===== src/rtl/kugelblitz_rx_inspect.sv =====
// kugelblitz_rx_inspect: passive tap on a 512-bit RX AXI-stream. It takes the byte at a
// programmable frame offset from every enabled frame and queues it, tagged with a 16-bit
// frame sequence number, in a small FIFO that software drains over AXI-lite.
module kugelblitz_rx_inspect #(
    parameter int DATA_WIDTH      = 512,
    parameter int KEEP_WIDTH      = DATA_WIDTH / 8,
    parameter int USER_WIDTH      = 1,
    parameter int AXIL_DATA_WIDTH = 32,
    parameter int AXIL_ADDR_WIDTH = 32,
    parameter int AXIL_STRB_WIDTH = AXIL_DATA_WIDTH / 8,
    parameter int OFFSET_WIDTH    = 12,
    parameter int FIFO_DEPTH      = 16
) (
    input  logic                       clk,
    input  logic                       rst,
    input  logic [DATA_WIDTH-1:0]      s_axis_tdata,
    input  logic [KEEP_WIDTH-1:0]      s_axis_tkeep,
    input  logic                       s_axis_tvalid,
    input  logic                       s_axis_tlast,
    input  logic [USER_WIDTH-1:0]      s_axis_tuser,
    input  logic [AXIL_ADDR_WIDTH-1:0] s_axil_awaddr,
    input  logic [2:0]                 s_axil_awprot,
    input  logic                       s_axil_awvalid,
    output logic                       s_axil_awready,
    input  logic [AXIL_DATA_WIDTH-1:0] s_axil_wdata,
    input  logic [AXIL_STRB_WIDTH-1:0] s_axil_wstrb,
    input  logic                       s_axil_wvalid,
    output logic                       s_axil_wready,
    output logic [1:0]                 s_axil_bresp,
    output logic                       s_axil_bvalid,
    input  logic                       s_axil_bready,
    input  logic [AXIL_ADDR_WIDTH-1:0] s_axil_araddr,
    input  logic [2:0]                 s_axil_arprot,
    input  logic                       s_axil_arvalid,
    output logic                       s_axil_arready,
    output logic [AXIL_DATA_WIDTH-1:0] s_axil_rdata,
    output logic [1:0]                 s_axil_rresp,
    output logic                       s_axil_rvalid,
    input  logic                       s_axil_rready
);

    localparam int LANE_BITS  = $clog2(KEEP_WIDTH);
    localparam int BEAT_BITS  = OFFSET_WIDTH - LANE_BITS;
    localparam int PTR_BITS   = $clog2(FIFO_DEPTH);
    localparam int LVL_BITS   = PTR_BITS + 1;
    localparam int ENTRY_BITS = 24;

    localparam logic [2:0] REG_CTRL   = 3'd0;
    localparam logic [2:0] REG_OFFSET = 3'd1;
    localparam logic [2:0] REG_STATUS = 3'd2;
    localparam logic [2:0] REG_DATA   = 3'd3;
    localparam logic [2:0] REG_FRAMES = 3'd4;
    localparam logic [2:0] REG_MISSES = 3'd5;

    // Control / status state
    logic                       enable_reg;
    logic [OFFSET_WIDTH-1:0]    offset_reg;
    logic                       clear_pend_reg;
    logic                       bvalid_reg;
    logic                       rvalid_reg;
    logic [AXIL_DATA_WIDTH-1:0] rdata_reg;
    logic [31:0]                frames_reg;
    logic [31:0]                misses_reg;
    logic [15:0]                seq_reg;

    // Per-frame capture state
    logic [BEAT_BITS-1:0]       beat_idx_reg;
    logic                       frame_en_reg;
    logic [OFFSET_WIDTH-1:0]    frame_off_reg;
    logic                       pushed_reg;

    // Capture FIFO
    logic [ENTRY_BITS-1:0]      fifo_mem [FIFO_DEPTH];
    logic [PTR_BITS-1:0]        wr_ptr_reg;
    logic [PTR_BITS-1:0]        rd_ptr_reg;
    logic [LVL_BITS-1:0]        level_reg;
    logic                       overflow_reg;

    // Combinational helpers
    logic [7:0]                 lane_bytes [KEEP_WIDTH];
    logic                       first_beat;
    logic                       cur_en;
    logic [OFFSET_WIDTH-1:0]    cur_off;
    logic                       cur_pushed;
    logic [LANE_BITS-1:0]       cur_lane;
    logic [BEAT_BITS-1:0]       cur_beat;
    logic                       push;
    logic                       push_ok;
    logic                       drop;
    logic                       pop;
    logic                       frame_end;
    logic                       fifo_empty;
    logic                       fifo_full;
    logic                       wr_fire;
    logic                       rd_fire;
    logic [2:0]                 wr_sel;
    logic [2:0]                 rd_sel;
    logic [AXIL_DATA_WIDTH-1:0] rd_word;
    logic                       unused_inputs;

    for (genvar gi = 0; gi < KEEP_WIDTH; gi++) begin : g_lane
        assign lane_bytes[gi] = s_axis_tdata[gi*8 +: 8];
    end

    // On the first beat the live registers apply; later beats use the values latched then.
    assign first_beat = (beat_idx_reg == '0);
    assign cur_en     = first_beat ? enable_reg : frame_en_reg;
    assign cur_off    = first_beat ? offset_reg : frame_off_reg;
    assign cur_pushed = first_beat ? 1'b0 : pushed_reg;
    assign cur_lane   = cur_off[LANE_BITS-1:0];
    assign cur_beat   = cur_off[OFFSET_WIDTH-1:LANE_BITS];

    assign push = s_axis_tvalid && cur_en && !cur_pushed &&
                  (beat_idx_reg == cur_beat) && s_axis_tkeep[cur_lane];
    assign frame_end = s_axis_tvalid && s_axis_tlast && cur_en;

    assign fifo_empty = (level_reg == '0);
    assign fifo_full  = (level_reg == LVL_BITS'(FIFO_DEPTH));

    assign wr_fire = s_axil_awvalid && s_axil_wvalid && !bvalid_reg;
    assign rd_fire = s_axil_arvalid && !rvalid_reg;
    assign wr_sel  = s_axil_awaddr[4:2];
    assign rd_sel  = s_axil_araddr[4:2];

    // A pop frees a slot in the same cycle, so a full FIFO can still take a push then.
    assign pop     = rd_fire && (rd_sel == REG_DATA) && !fifo_empty;
    assign push_ok = push && (!fifo_full || pop);
    assign drop    = push && fifo_full && !pop;

    assign s_axil_awready = wr_fire;
    assign s_axil_wready  = wr_fire;
    assign s_axil_bvalid  = bvalid_reg;
    assign s_axil_bresp   = 2'b00;
    assign s_axil_arready = rd_fire;
    assign s_axil_rvalid  = rvalid_reg;
    assign s_axil_rdata   = rdata_reg;
    assign s_axil_rresp   = 2'b00;

    assign unused_inputs = ^{s_axis_tuser, s_axil_awprot, s_axil_arprot, s_axil_wstrb,
                             s_axil_awaddr, s_axil_araddr, s_axil_wdata};

    // AXI-lite write side: register updates, clear request and write response
    always_ff @(posedge clk or posedge rst) begin
        if (rst) begin
            enable_reg     <= 1'b0;
            offset_reg     <= '0;
            clear_pend_reg <= 1'b0;
            bvalid_reg     <= 1'b0;
        end else begin
            clear_pend_reg <= wr_fire && (wr_sel == REG_CTRL) && s_axil_wdata[1];
            if (wr_fire) begin
                bvalid_reg <= 1'b1;
                case (wr_sel)
                    REG_CTRL:   enable_reg <= s_axil_wdata[0];
                    REG_OFFSET: offset_reg <= s_axil_wdata[OFFSET_WIDTH-1:0];
                    default:    ;
                endcase
            end else if (s_axil_bready) begin
                bvalid_reg <= 1'b0;
            end
        end
    end

    // Read-data mux for the addressed register
    always_comb begin
        rd_word = '0;
        case (rd_sel)
            REG_CTRL:   rd_word[0] = enable_reg;
            REG_OFFSET: rd_word[OFFSET_WIDTH-1:0] = offset_reg;
            REG_STATUS: begin
                rd_word[LVL_BITS-1:0] = level_reg;
                rd_word[16]           = fifo_empty;
                rd_word[17]           = fifo_full;
                rd_word[18]           = overflow_reg;
            end
            REG_DATA: begin
                if (!fifo_empty) begin
                    rd_word = {1'b1, 7'b0, fifo_mem[rd_ptr_reg]};
                end
            end
            REG_FRAMES: rd_word = frames_reg;
            REG_MISSES: rd_word = misses_reg;
            default:    ;
        endcase
    end

    // AXI-lite read side: capture data on acceptance, hold it until rready
    always_ff @(posedge clk or posedge rst) begin
        if (rst) begin
            rvalid_reg <= 1'b0;
            rdata_reg  <= '0;
        end else if (rd_fire) begin
            rvalid_reg <= 1'b1;
            rdata_reg  <= rd_word;
        end else if (s_axil_rready) begin
            rvalid_reg <= 1'b0;
        end
    end

    // Frame tracking: saturating beat index plus the settings latched on the first beat
    always_ff @(posedge clk or posedge rst) begin
        if (rst) begin
            beat_idx_reg  <= '0;
            frame_en_reg  <= 1'b0;
            frame_off_reg <= '0;
            pushed_reg    <= 1'b0;
        end else if (s_axis_tvalid) begin
            if (first_beat) begin
                frame_en_reg  <= enable_reg;
                frame_off_reg <= offset_reg;
            end
            pushed_reg <= cur_pushed || push;
            if (s_axis_tlast) begin
                beat_idx_reg <= '0;
            end else if (beat_idx_reg != '1) begin
                beat_idx_reg <= beat_idx_reg + 1'b1;
            end
        end
    end

    // Capture FIFO storage (no reset so it maps onto RAM)
    always_ff @(posedge clk) begin
        if (push_ok && !clear_pend_reg) begin
            fifo_mem[wr_ptr_reg] <= {seq_reg, lane_bytes[cur_lane]};
        end
    end

    // FIFO pointers, level and sticky overflow; clear beats any same-cycle push
    always_ff @(posedge clk or posedge rst) begin
        if (rst) begin
            wr_ptr_reg   <= '0;
            rd_ptr_reg   <= '0;
            level_reg    <= '0;
            overflow_reg <= 1'b0;
        end else if (clear_pend_reg) begin
            wr_ptr_reg   <= '0;
            rd_ptr_reg   <= '0;
            level_reg    <= '0;
            overflow_reg <= 1'b0;
        end else begin
            if (push_ok) wr_ptr_reg <= wr_ptr_reg + 1'b1;
            if (pop)     rd_ptr_reg <= rd_ptr_reg + 1'b1;
            if (push_ok && !pop) begin
                level_reg <= level_reg + 1'b1;
            end else if (pop && !push_ok) begin
                level_reg <= level_reg - 1'b1;
            end
            if (drop) overflow_reg <= 1'b1;
        end
    end

    // Frame / miss counters and the sequence tag, advanced at the end of enabled frames
    always_ff @(posedge clk or posedge rst) begin
        if (rst) begin
            frames_reg <= '0;
            misses_reg <= '0;
            seq_reg    <= '0;
        end else if (clear_pend_reg) begin
            frames_reg <= '0;
            misses_reg <= '0;
            seq_reg    <= '0;
        end else if (frame_end) begin
            frames_reg <= frames_reg + 1'b1;
            seq_reg    <= seq_reg + 1'b1;
            if (!cur_pushed && !push) misses_reg <= misses_reg + 1'b1;
        end
    end

endmodule


===== config.mk =====
export PLATFORM = sky130hd
export DESIGN_NAME = kugelblitz_rx_inspect
export DESIGN_NICKNAME = d
export VERILOG_FILES = /design/src/rtl/kugelblitz_rx_inspect.sv
export SDC_FILE = /design/constraint.sdc
export NUM_CORES = 1
export LEC_CHECK = 0
export CORE_MARGIN = 4
export CORE_UTILIZATION = 30
export CTS_CLUSTER_SIZE = 30
export DETAILED_ROUTE_END_ITERATION = 8
export MAX_ROUTING_LAYER = met4
export PLACE_DENSITY = 0.65
export SYNTH_ARGS = -nofsm -noshare
export SYNTH_HDL_FRONTEND = slang
export SYNTH_SLANG_ARGS = --single-unit

===== constraint.sdc =====
create_clock -name clk -period 5.8 [get_ports clk]
set_input_delay 1.16 -clock clk [delete_from_list [all_inputs] [get_ports clk]]
set_output_delay 1.16 -clock clk [all_outputs]
set_load 0.01 [all_outputs]

==> out/metrics.cfg, run 1 <==
[cts]
cts.clk_slew.worst_paths_ps=60
hold_buffers=0
clk_path_buf_depth=3
cts_root_buf=clkbuf_16
cts_buffers=54
cts_sinks=546
clk_latency_ps=630
htree_levels=2
cts_tree=yes

[placement]
place.port_buffers=639
hpwl_um=84290
placed_area_mm2=0.03692
globalplace.congestion=0.9504

[routing]
first_pass_iters=6
viasPerCell=5.276
remaining_drc_errors=0
ant_nets=0
drtIter0Drc=1869
wl_um=113400
wl_per_cell_um=25.11
vias=23820

[pwr]
p_leak_nw=14.11
switching_share_pct=35.86
clockPowerShare_pct=25.9
ir_drop_mv=0.2598
seq_power_share_pct=36.9
switchingPower_mw=4.914
combPwrFrac_pct=37.2
power.internal_mw=8.791
pwr_density_cell_mw_per_mm2=353.7

[synthesis]
ys_seq_area_share_pct=54.17
ys_top_cells_by_area=edfxtp_1, dfrtp_1, mux4_2
synth_top_area_share_pct=40.08
synth.most_common_cell=nand2_1
synth_seq_cells=546
ys_warn_count=0
syn_area_mm2=0.02877
synth_edf_count=384
synth.distinct_cells=79
synthArstFlopShare_pct=29.67
synth_flop_cell=edfxtp_1
synth_largest_area_cell=edfxtp_1
ys_top_cells_by_count=nand2_1, edfxtp_1, nand3_1
synthCells=2600
synth_area_per_cell_um2=11.06

[worst_setup_path]
cp_max_fo=11
worstPathArrival_ps=5640
cp-start-kind=register
crit_type=register to register
crit_path_end_kind=register
worstPathRequired_ps=6260

[flow_run]
cap_violations=0

[floorplanning]
die_h_um=317.7
row_count=113
die_w_um=317.7
design.core.area_mm2=0.09501
initial_core_util_pct=30.28
io_pins=733
dieArea_mm2=0.1009

[sta]
tightestPinTransition_ps=1161
setup_tns_ps=0
max-slew-margin-rel_pct=22.52
min_period_ps=5182
clock_skew_ps=46.01
max_freq_mhz=193.0
fin_crit_sh_pct=89.34
setup_viol=0
rsz0062_at_grt=no
finalHoldViolCount=0
report.final.slew_viol_count=0
hold_slack_ps=485.8

[cells_and_area]
fill_cells=9130
syn_to_final_growth_pct=34.67
largest_reg_flops=384
multi_input_area_mm2=0.01243
design_area_mm2=0.03874
layout-drive-gt1-share_pct=11.74
fin_nets=3905
largest_register=fifo_mem
regArea_mm2=0.01560

[global_route]
grt_max_degree=142
grt_pass1_wl_um=162800
overflow=0
grt_use_total_pct=22.23
antenna_found_initial=19
grt_pass1_vias=23296

[min_path]
hold_class=register to register

[run_status]
outcome=finished clean

[routing by layer]
layer  track usage (%)  up-vias  part of all wire [%]
met3             4.318      138                   7.2
met4             4.891        0                   2.2
met1             29.99    11753                    44
met2             35.00     1004                    47
met5                 -        -                     0
li1                  -    10925                     -
[layout by cell type (no fill, tap or decap), types with 9 or more instances in the layout]
cell / instances
mux2_2: 40
or4_1: 14
diode_2: 12
a22o_1: 17
nand3_1: 168
edfxtp_1: 384
o21ai_0: 65
mux4_2: 122
xnor2_1: 19
nand2_1: 618
nor4_1: 11
mux2i_1: 41
nor3_1: 17
clkbuf_1: 14
or3_1: 19
nand4_1: 23
a21oi_1: 88
nor2_2: 17
nor2_1: 118
inv_1: 29
a22oi_1: 11
buf_4: 91
o31ai_1: 12
dfrtp_1: 157
clkdlybuf4s50_1: 638
a311oi_1: 87
nor2b_1: 9
and3_1: 89
ha_1: 14
clkinv_1: 9
a221oi_1: 10
a211oi_1: 31
xor2_1: 44
a31oi_1: 42
clkbuf_16: 54
[critical path, stage by stage, from the launching register on]
cell and delay, ps:
dfrtp_1 430, inv_1 130, ha_1 170, or3b_4 470
nor2_2 360, mux2i_1 130, a2111oi_0 460, buf_4 190
nand3_1 70, a211oi_1 330, a32oi_4 170, nor2_1 220
nand2_1 190, fa_1 440, a21o_1 200, a21oi_1 300
nor2_1 70, mux2i_1 140, nand3_1 100, a2111oi_0 460
[area by class of cell]
class | count | area share [%]
Antenna cell | 12 | 0.07751
Clock buffer | 68 | 3.623
Clock inverter | 28 | 0.9882
Inverter | 30 | 0.3036
Multi-Input combinational cell | 1830 | 32.09
Sequential cell | 546 | 40.26
Tap cell | 1265 | 4.085
Timing Repair Buffer | 736 | 18.57
[cell families (layout without fill, tap and decap cells)]
kind of cell	after synthesis	count (layout)	synth area share [%]
other cells	1	16	0.01303
simple gates	1138	1138	17.68
buf+inv	227	862	3.110
xor+xnor	63	63	1.918
fa+ha+maj	15	15	0.6785
mux	206	206	12.66
compound gates	404	404	9.760
flops	546	546	54.17
[power by group through the flow]
stage	Sequential [mW]	Combinational (mW)	Clock [mW]
global placement	5.14	5.12	0
finish	5.05	5.11	3.55
detailed placement	5.14	5.15	0
floorplan	4.85	3.11	0
CTS	5.06	5.17	3.63
global route	5.11	5.56	3.78
[stage by stage]
step,std cells,utilization [%],total power [mW],worst slack [ps]
3_5_place_dp,4407,38.86,10.29,329.8
6_report,4515,40.78,13.70,618.4
5_1_grt,4514,40.78,14.45,179.3
4_1_cts,4503,40.74,13.86,512.7
2_1_floorplan,2603,-,7.962,263.4
3_3_place_gp,4407,38.86,10.27,325.4
[path summary, 6_finish.rpt]
path / slack (ps) / depth (start not counted) / start / to
max: 620 / 19 / beat_idx_reg[0] / level_reg[4]
max in group asynchronous: 3770 / 3 / rst / rd_ptr_reg[3]
min reg2reg: 490 / 2 / s_axil_rdata[30] / s_axil_rdata[30]
min in group asynchronous: 1090 / 2 / rst / misses_reg[28]
min: 490 / 2 / s_axil_rdata[30] / s_axil_rdata[30]
max reg2reg: 620 / 19 / beat_idx_reg[0] / level_reg[4]
[what timing repair did]
action / 4_1_cts / 5_1_grt
buffers inserted: 0 / 0
gates resized for setup: 0 / 1
setup endpoints to repair: 0 / 1
Note: power is estimated with default switching activity, not from simulation.
==> run 2, diff against run 1 <==
--- a/config.mk
+++ b/config.mk
@@ -5,12 +5,13 @@
 export SDC_FILE = /design/constraint.sdc
 export NUM_CORES = 1
 export LEC_CHECK = 0
-export CORE_MARGIN = 4
-export CORE_UTILIZATION = 30
+export CORE_AREA = 4 4 287 289
 export CTS_CLUSTER_SIZE = 30
 export DETAILED_ROUTE_END_ITERATION = 8
+export DIE_AREA = 0 0 291 293
 export MAX_ROUTING_LAYER = met4
-export PLACE_DENSITY = 0.65
+export PLACE_DENSITY = 0.74
 export SYNTH_ARGS = -nofsm -noshare
 export SYNTH_HDL_FRONTEND = slang
 export SYNTH_SLANG_ARGS = --single-unit
+export TNS_END_PERCENT = 5
==> run 2 against run 1 <==
  * First-iteration DRC count is 23% higher
  * Combinational power is 0.8% higher
  * Clock skew is 23 ps lower
  * Sequential power hardly changed
  * Worst hold slack worse by 9.9 ps
  * Flip-flop and latch count stayed put
  * Register-to-register slack worse by 60 ps
  * Global-route usage is 4.6 points higher
  * Via count is 1.8% higher
  * Critical path depth is 1 lower
  * Critical endpoint unchanged
  * Largest power group unchanged
==> out/metrics.cfg, run 2 (synthesized netlist as in run 1, its figures left out) <==
[global_route]
grt_pass1_wl_um=165100
overflow=0
grt_use_total_pct=26.87
grt_pass1_vias=23788
grt_max_degree=128
antenna_found_initial=13

[worst_setup_path]
cp_common_cell=nor2_1
crit_type=register to register
path_cells=nor2_1 > buf_4 > a32oi_1 > a2111o_1 > a2111oi_0 > nand3_1 > a211oi_1 > buf_4 > a32oi_4 > nor2_1 > nand2_1 > fa_1 > a21o_1 > a21oi_1 > nor2_1 > mux2i_1 > nand3_1 > a2111oi_0
cpPeakStageDelay_ps=680
critPathSlowestCell=a2111oi_0
crit_path_end_kind=register
worstPathArrival_ps=5740
cp_top_family=compound AO/OA/AOI/OAI gates
path_buf_inv=2
worstPathRequired_ps=6290
cp-start-kind=register
cp_max_fo=11

[cells_and_area]
syn_to_final_growth_pct=34.48
fill_cells=7090
mostFrequentLayoutCells=clkdlybuf4s50_1, nand2_1, edfxtp_1, nand3_1, dfrtp_1
fin_nets=3913
largest_reg_flops=384
layout_commonest_cell=clkdlybuf4s50_1
layout-drive-gt1-share_pct=12.30
largest_register=fifo_mem

[placement]
globalplace.congestion=1.006
dp_slack_ps=262.4
place.port_buffers=639
hpwl_um=83410

[routing]
ant_nets=0
vias=24244
remaining_drc_errors=0
wl_per_cell_um=26.52
drtIter0Drc=2294
viasPerCell=5.604
first_pass_iters=8
wl_um=114700

[sta]
max_freq_mhz=190.6
min_period_ps=5246
finalWorstSetupSlack_ps=553.7
finalHoldViolCount=0
setup_tns_ps=0
setup_viol=0
clock_skew_ps=23.19
max-slew-margin-rel_pct=22.08
report.final.slew_viol_count=0
fin_crit_sh_pct=90.45
rsz0062_at_grt=no
tightestPinTransition_ps=1161

[floorplanning]
dieArea_mm2=0.08526
die_h_um=293
initial_core_util_pct=36.01
row_count=104
die_w_um=291
design.core.area_mm2=0.07990
io_pins=733

[flow_run]
cap_violations=0

[pwr]
pwr_density_cell_mw_per_mm2=353.2
ir_drop_mv=0.2354
p_leak_nw=14.20

[cts]
cts_buffers=54
cts_root_buf=clkbuf_16
htree_levels=2
cts_sinks=546
clk_path_buf_depth=3
cts.clk_slew.worst_paths_ps=70
cts_tree=yes
clk_latency_ps=630

[min_path]
hold_class=register to register

[run_status]
outcome=finished clean

==> run 2: layer usage <==
metal  global-route usage [%]  wire length (um)  up-vias
met3                    4.444              9322      142
met1                    33.96             45190    11934
met4                    9.071              4372        0
li1                         -                 -    10951
met5                        -                 0        -
met2                    44.31             55840     1217
==> run 2: repair_timing <==
action,in CTS,in global routing
endpoints found under the setup margin,0,17
buffers inserted,0,3
gates resized for setup,0,1
hold buffers,0,0
==> run 2: stage by stage <==
stage | cells | total power [mW] | util [%] | hold slack, ps | instance area (um2)
6_report | 4326 | 13.66 | 48.42 | 475.8 | 38690
5_1_grt | 4324 | 14.37 | 48.42 | 497.3 | 38680
4_1_cts | 4309 | 13.77 | 48.34 | 484.7 | 38630
3_5_place_dp | 4207 | 10.29 | 46.13 | 472.0 | 36860
3_3_place_gp | 4207 | 10.24 | 46.13 | 467.5 | 36860
2_1_floorplan | 2603 | 7.962 | - | 461.5 | 28780
==> run 2: worst min-delay path, cell delays in order, from the launching register on <==
cell and delay, ps:
dfrtp_1 340, nand2_1 40, o21ai_0 60
==> run 2: area by class of cell <==
| class | instances | area (um2) | area share (%) |
|---|---|---|---|
| Antenna cell | 14 | 35.03 | 0.09055 |
| Tap cell | 1060 | 1326 | 3.428 |
| Sequential cell | 546 | 15600 | 40.31 |
| Inverter | 30 | 117.6 | 0.3040 |
| Clock buffer | 69 | 1458 | 3.768 |
| Clock inverter | 33 | 312.8 | 0.8085 |
| Timing Repair Buffer | 744 | 7417 | 19.17 |
| Multi-Input combinational cell | 1830 | 12430 | 32.12 |
==> run 2: path summary, 6_finish.rpt <==
kind                             startpoint                to  slack [ps]  cells after the start
hold reg to reg            s_axil_rdata[27]  s_axil_rdata[27]         480                      2
min in group asynchronous               rst  s_axil_rdata[26]        1070                      2
setup reg to reg            beat_idx_reg[5]      level_reg[4]         550                     18
setup / recovery            beat_idx_reg[5]      level_reg[4]         550                     18
max in group asynchronous               rst     misses_reg[4]        3590                      3
hold / removal             s_axil_rdata[27]  s_axil_rdata[27]         480                      2
==> run 2: report_power, final <==
group          total [mW]  switching, mW  leakage [nW]  internal [mW]
clock                3.47           1.50         0.869           1.97
combinational        5.15           3.02          7.66           2.13
sequential           5.04          0.415          5.66           4.62
==> run 3, diff against run 2 <==
--- a/config.mk
+++ b/config.mk
@@ -5,12 +5,12 @@
 export SDC_FILE = /design/constraint.sdc
 export NUM_CORES = 1
 export LEC_CHECK = 0
-export CORE_AREA = 4 4 287 289
+export CORE_AREA = 4 4 282 284
 export CTS_CLUSTER_SIZE = 30
 export DETAILED_ROUTE_END_ITERATION = 8
-export DIE_AREA = 0 0 291 293
+export DIE_AREA = 0 0 286 288
 export MAX_ROUTING_LAYER = met4
-export PLACE_DENSITY = 0.74
+export PLACE_DENSITY = 0.76
 export SYNTH_ARGS = -nofsm -noshare
 export SYNTH_HDL_FRONTEND = slang
 export SYNTH_SLANG_ARGS = --single-unit
==> run 3 against run 2 <==
  * Count of clock-buffer cells in the layout rose by 12
  * Global-route usage rose by 1.0 points
  * First-iteration DRC count fell by 3.8%
  * Critical path type unchanged
  * Sequential share of layout area rose by 0.18 points
  * Non-clock buffer count fell by 15
  * Largest power group unchanged
  * Flip-flop and latch count did not move
  * Clock power fell by 3%
==> out/metrics.cfg, run 3 (synthesized netlist as in run 1, its figures left out) <==
[worst_setup_path]
crit_end=fifo_mem[10][2]
reg2reg_from=beat_idx_reg[5]
cp_max_fo=26
r2r_setup_slack_ps=500
worstPathRequired_ps=6010
rr_endpoint=fifo_mem[10][2]
worstPathArrival_ps=5510
crit_type=register to register
worstRegToRegCells=11
crit_path_end_kind=register
startpoint=beat_idx_reg[5]
cp-start-kind=register

[routing]
wl_um=115100
remaining_drc_errors=0
vias=24238
first_pass_iters=7
wl_per_cell_um=26.82
ant_nets=0
viasPerCell=5.647
drtIter0Drc=2207

[global_route]
grt_max_degree=124
grt_use_total_pct=27.91
grt_pass1_vias=24009
grt_pass1_wl_um=164300
overflow=0
antenna_found_initial=19

[floorplanning]
die_h_um=288
dieArea_mm2=0.08237
initial_core_util_pct=37.32
row_count=102
die_w_um=286
design.core.area_mm2=0.07708
io_pins=733

[pwr]
power.internal_mw=8.652
seq_power_share_pct=37.2
pwr_density_cell_mw_per_mm2=353.1
switching_share_pct=36.38
p_leak_nw=14.08
switchingPower_mw=4.948
clockPowerShare_pct=24.9
fin_total_pwr_mw=13.60
ir_drop_mv=0.2545
combPwrFrac_pct=37.9

[cts]
post_cts_resized=0
cts.clk_slew.worst_paths_ps=60
hold_buffers=0
cts_tree=yes
cts_buffers=53
post_cts_buffers=0
htree_levels=2
clk_path_buf_depth=3
cts_sinks=546
cts_root_buf=clkbuf_16
clk_latency_ps=600

[cells_and_area]
layout_commonest_cell=clkdlybuf4s50_1
largest_register=fifo_mem
fin_nets=3897
layout-drive-gt1-share_pct=11.72
design_area_mm2=0.03852
regArea_mm2=0.01560
fill_cells=6781
largest_reg_flops=384
syn_to_final_growth_pct=33.89
multi_input_area_mm2=0.01247
fin_cells=4292
final_util_pct=49.97
mostFrequentLayoutCells=clkdlybuf4s50_1, nand2_1, edfxtp_1, nand3_1, dfrtp_1

[placement]
placed_cells=4175
hpwl_um=84170
dp_slack_ps=301.3
globalplace.congestion=1.087
placed_area_mm2=0.03677
place.port_buffers=639

[min_path]
hold_class=register to register

[sta]
finalWorstSetupSlack_ps=497.1
fin_crit_sh_pct=91.43
tightestPinTransition_ps=1194
report.final.slew_viol_count=0
min_period_ps=5303
hold_slack_ps=485.0
setup_viol=0
finalHoldViolCount=0
max_freq_mhz=188.6
clock_skew_ps=15.90
rsz0062_at_grt=no
setup_tns_ps=0
max-slew-margin-rel_pct=19.86

[flow_run]
cap_violations=0

[run_status]
outcome=finished clean

-- run 3: power groups by stage --
stage          combinational (mW)  clock, mW  sequential [mW]
2_1_floorplan                3.11          0             4.85
4_1_cts                      5.19       3.42             5.06
3_3_place_gp                 5.11          0             5.12
5_1_grt                      5.57       3.59             5.10
6_report                     5.16       3.38             5.06
3_5_place_dp                 5.16          0             5.14
-- run 3: routing by layer --
layer	part of all wire, %	up-vias	GRT usage (%)
li1	-	10911	-
met1	39	11898	33.62
met2	48	1230	45.14
met3	7.7	199	5.408
met4	5.7	0	13.98
met5	0	-	-
-- run 3: layout make-up --
| type | count | share of cell area, % |
|---|---|---|
| clock buffers | 81 | 4.086 |
| clock inverters | 17 | 0.3443 |
| repair buffers | 729 | 18.90 |
| multi-input cells | 1830 | 32.38 |
| well taps | 1040 | 3.378 |
| flip-flops and latches | 546 | 40.49 |
| inverters | 30 | 0.3053 |
| diodes | 19 | 0.1234 |
-- run 3: critical path, cell delays in order, from the launching register on --
cell       delay [ps]
dfrtp_1           440
nor2_1            780
a32oi_1           220
a2111o_1          340
a2111oi_0         600
nand3_1           140
a211oi_1          360
a32oi_4           120
buf_4             290
nor2_1            360
nand2_1           330
nor2_4            900
-- run 3: how the worst min path moves through the flow --
stage	slack, ps	to	cells past startpoint	start
6_report	480	s_axil_rdata[26]	2	s_axil_rdata[26]
2_1_floorplan	460	overflow_reg	2	overflow_reg
3_5_place_dp	470	s_axil_rdata[17]	2	s_axil_rdata[17]
3_3_place_gp	470	s_axil_rdata[17]	2	s_axil_rdata[17]
5_1_grt	520	s_axil_rdata[23]	1	s_axil_rdata[23]
4_1_cts	490	s_axil_rdata[24]	2	s_axil_rdata[24]
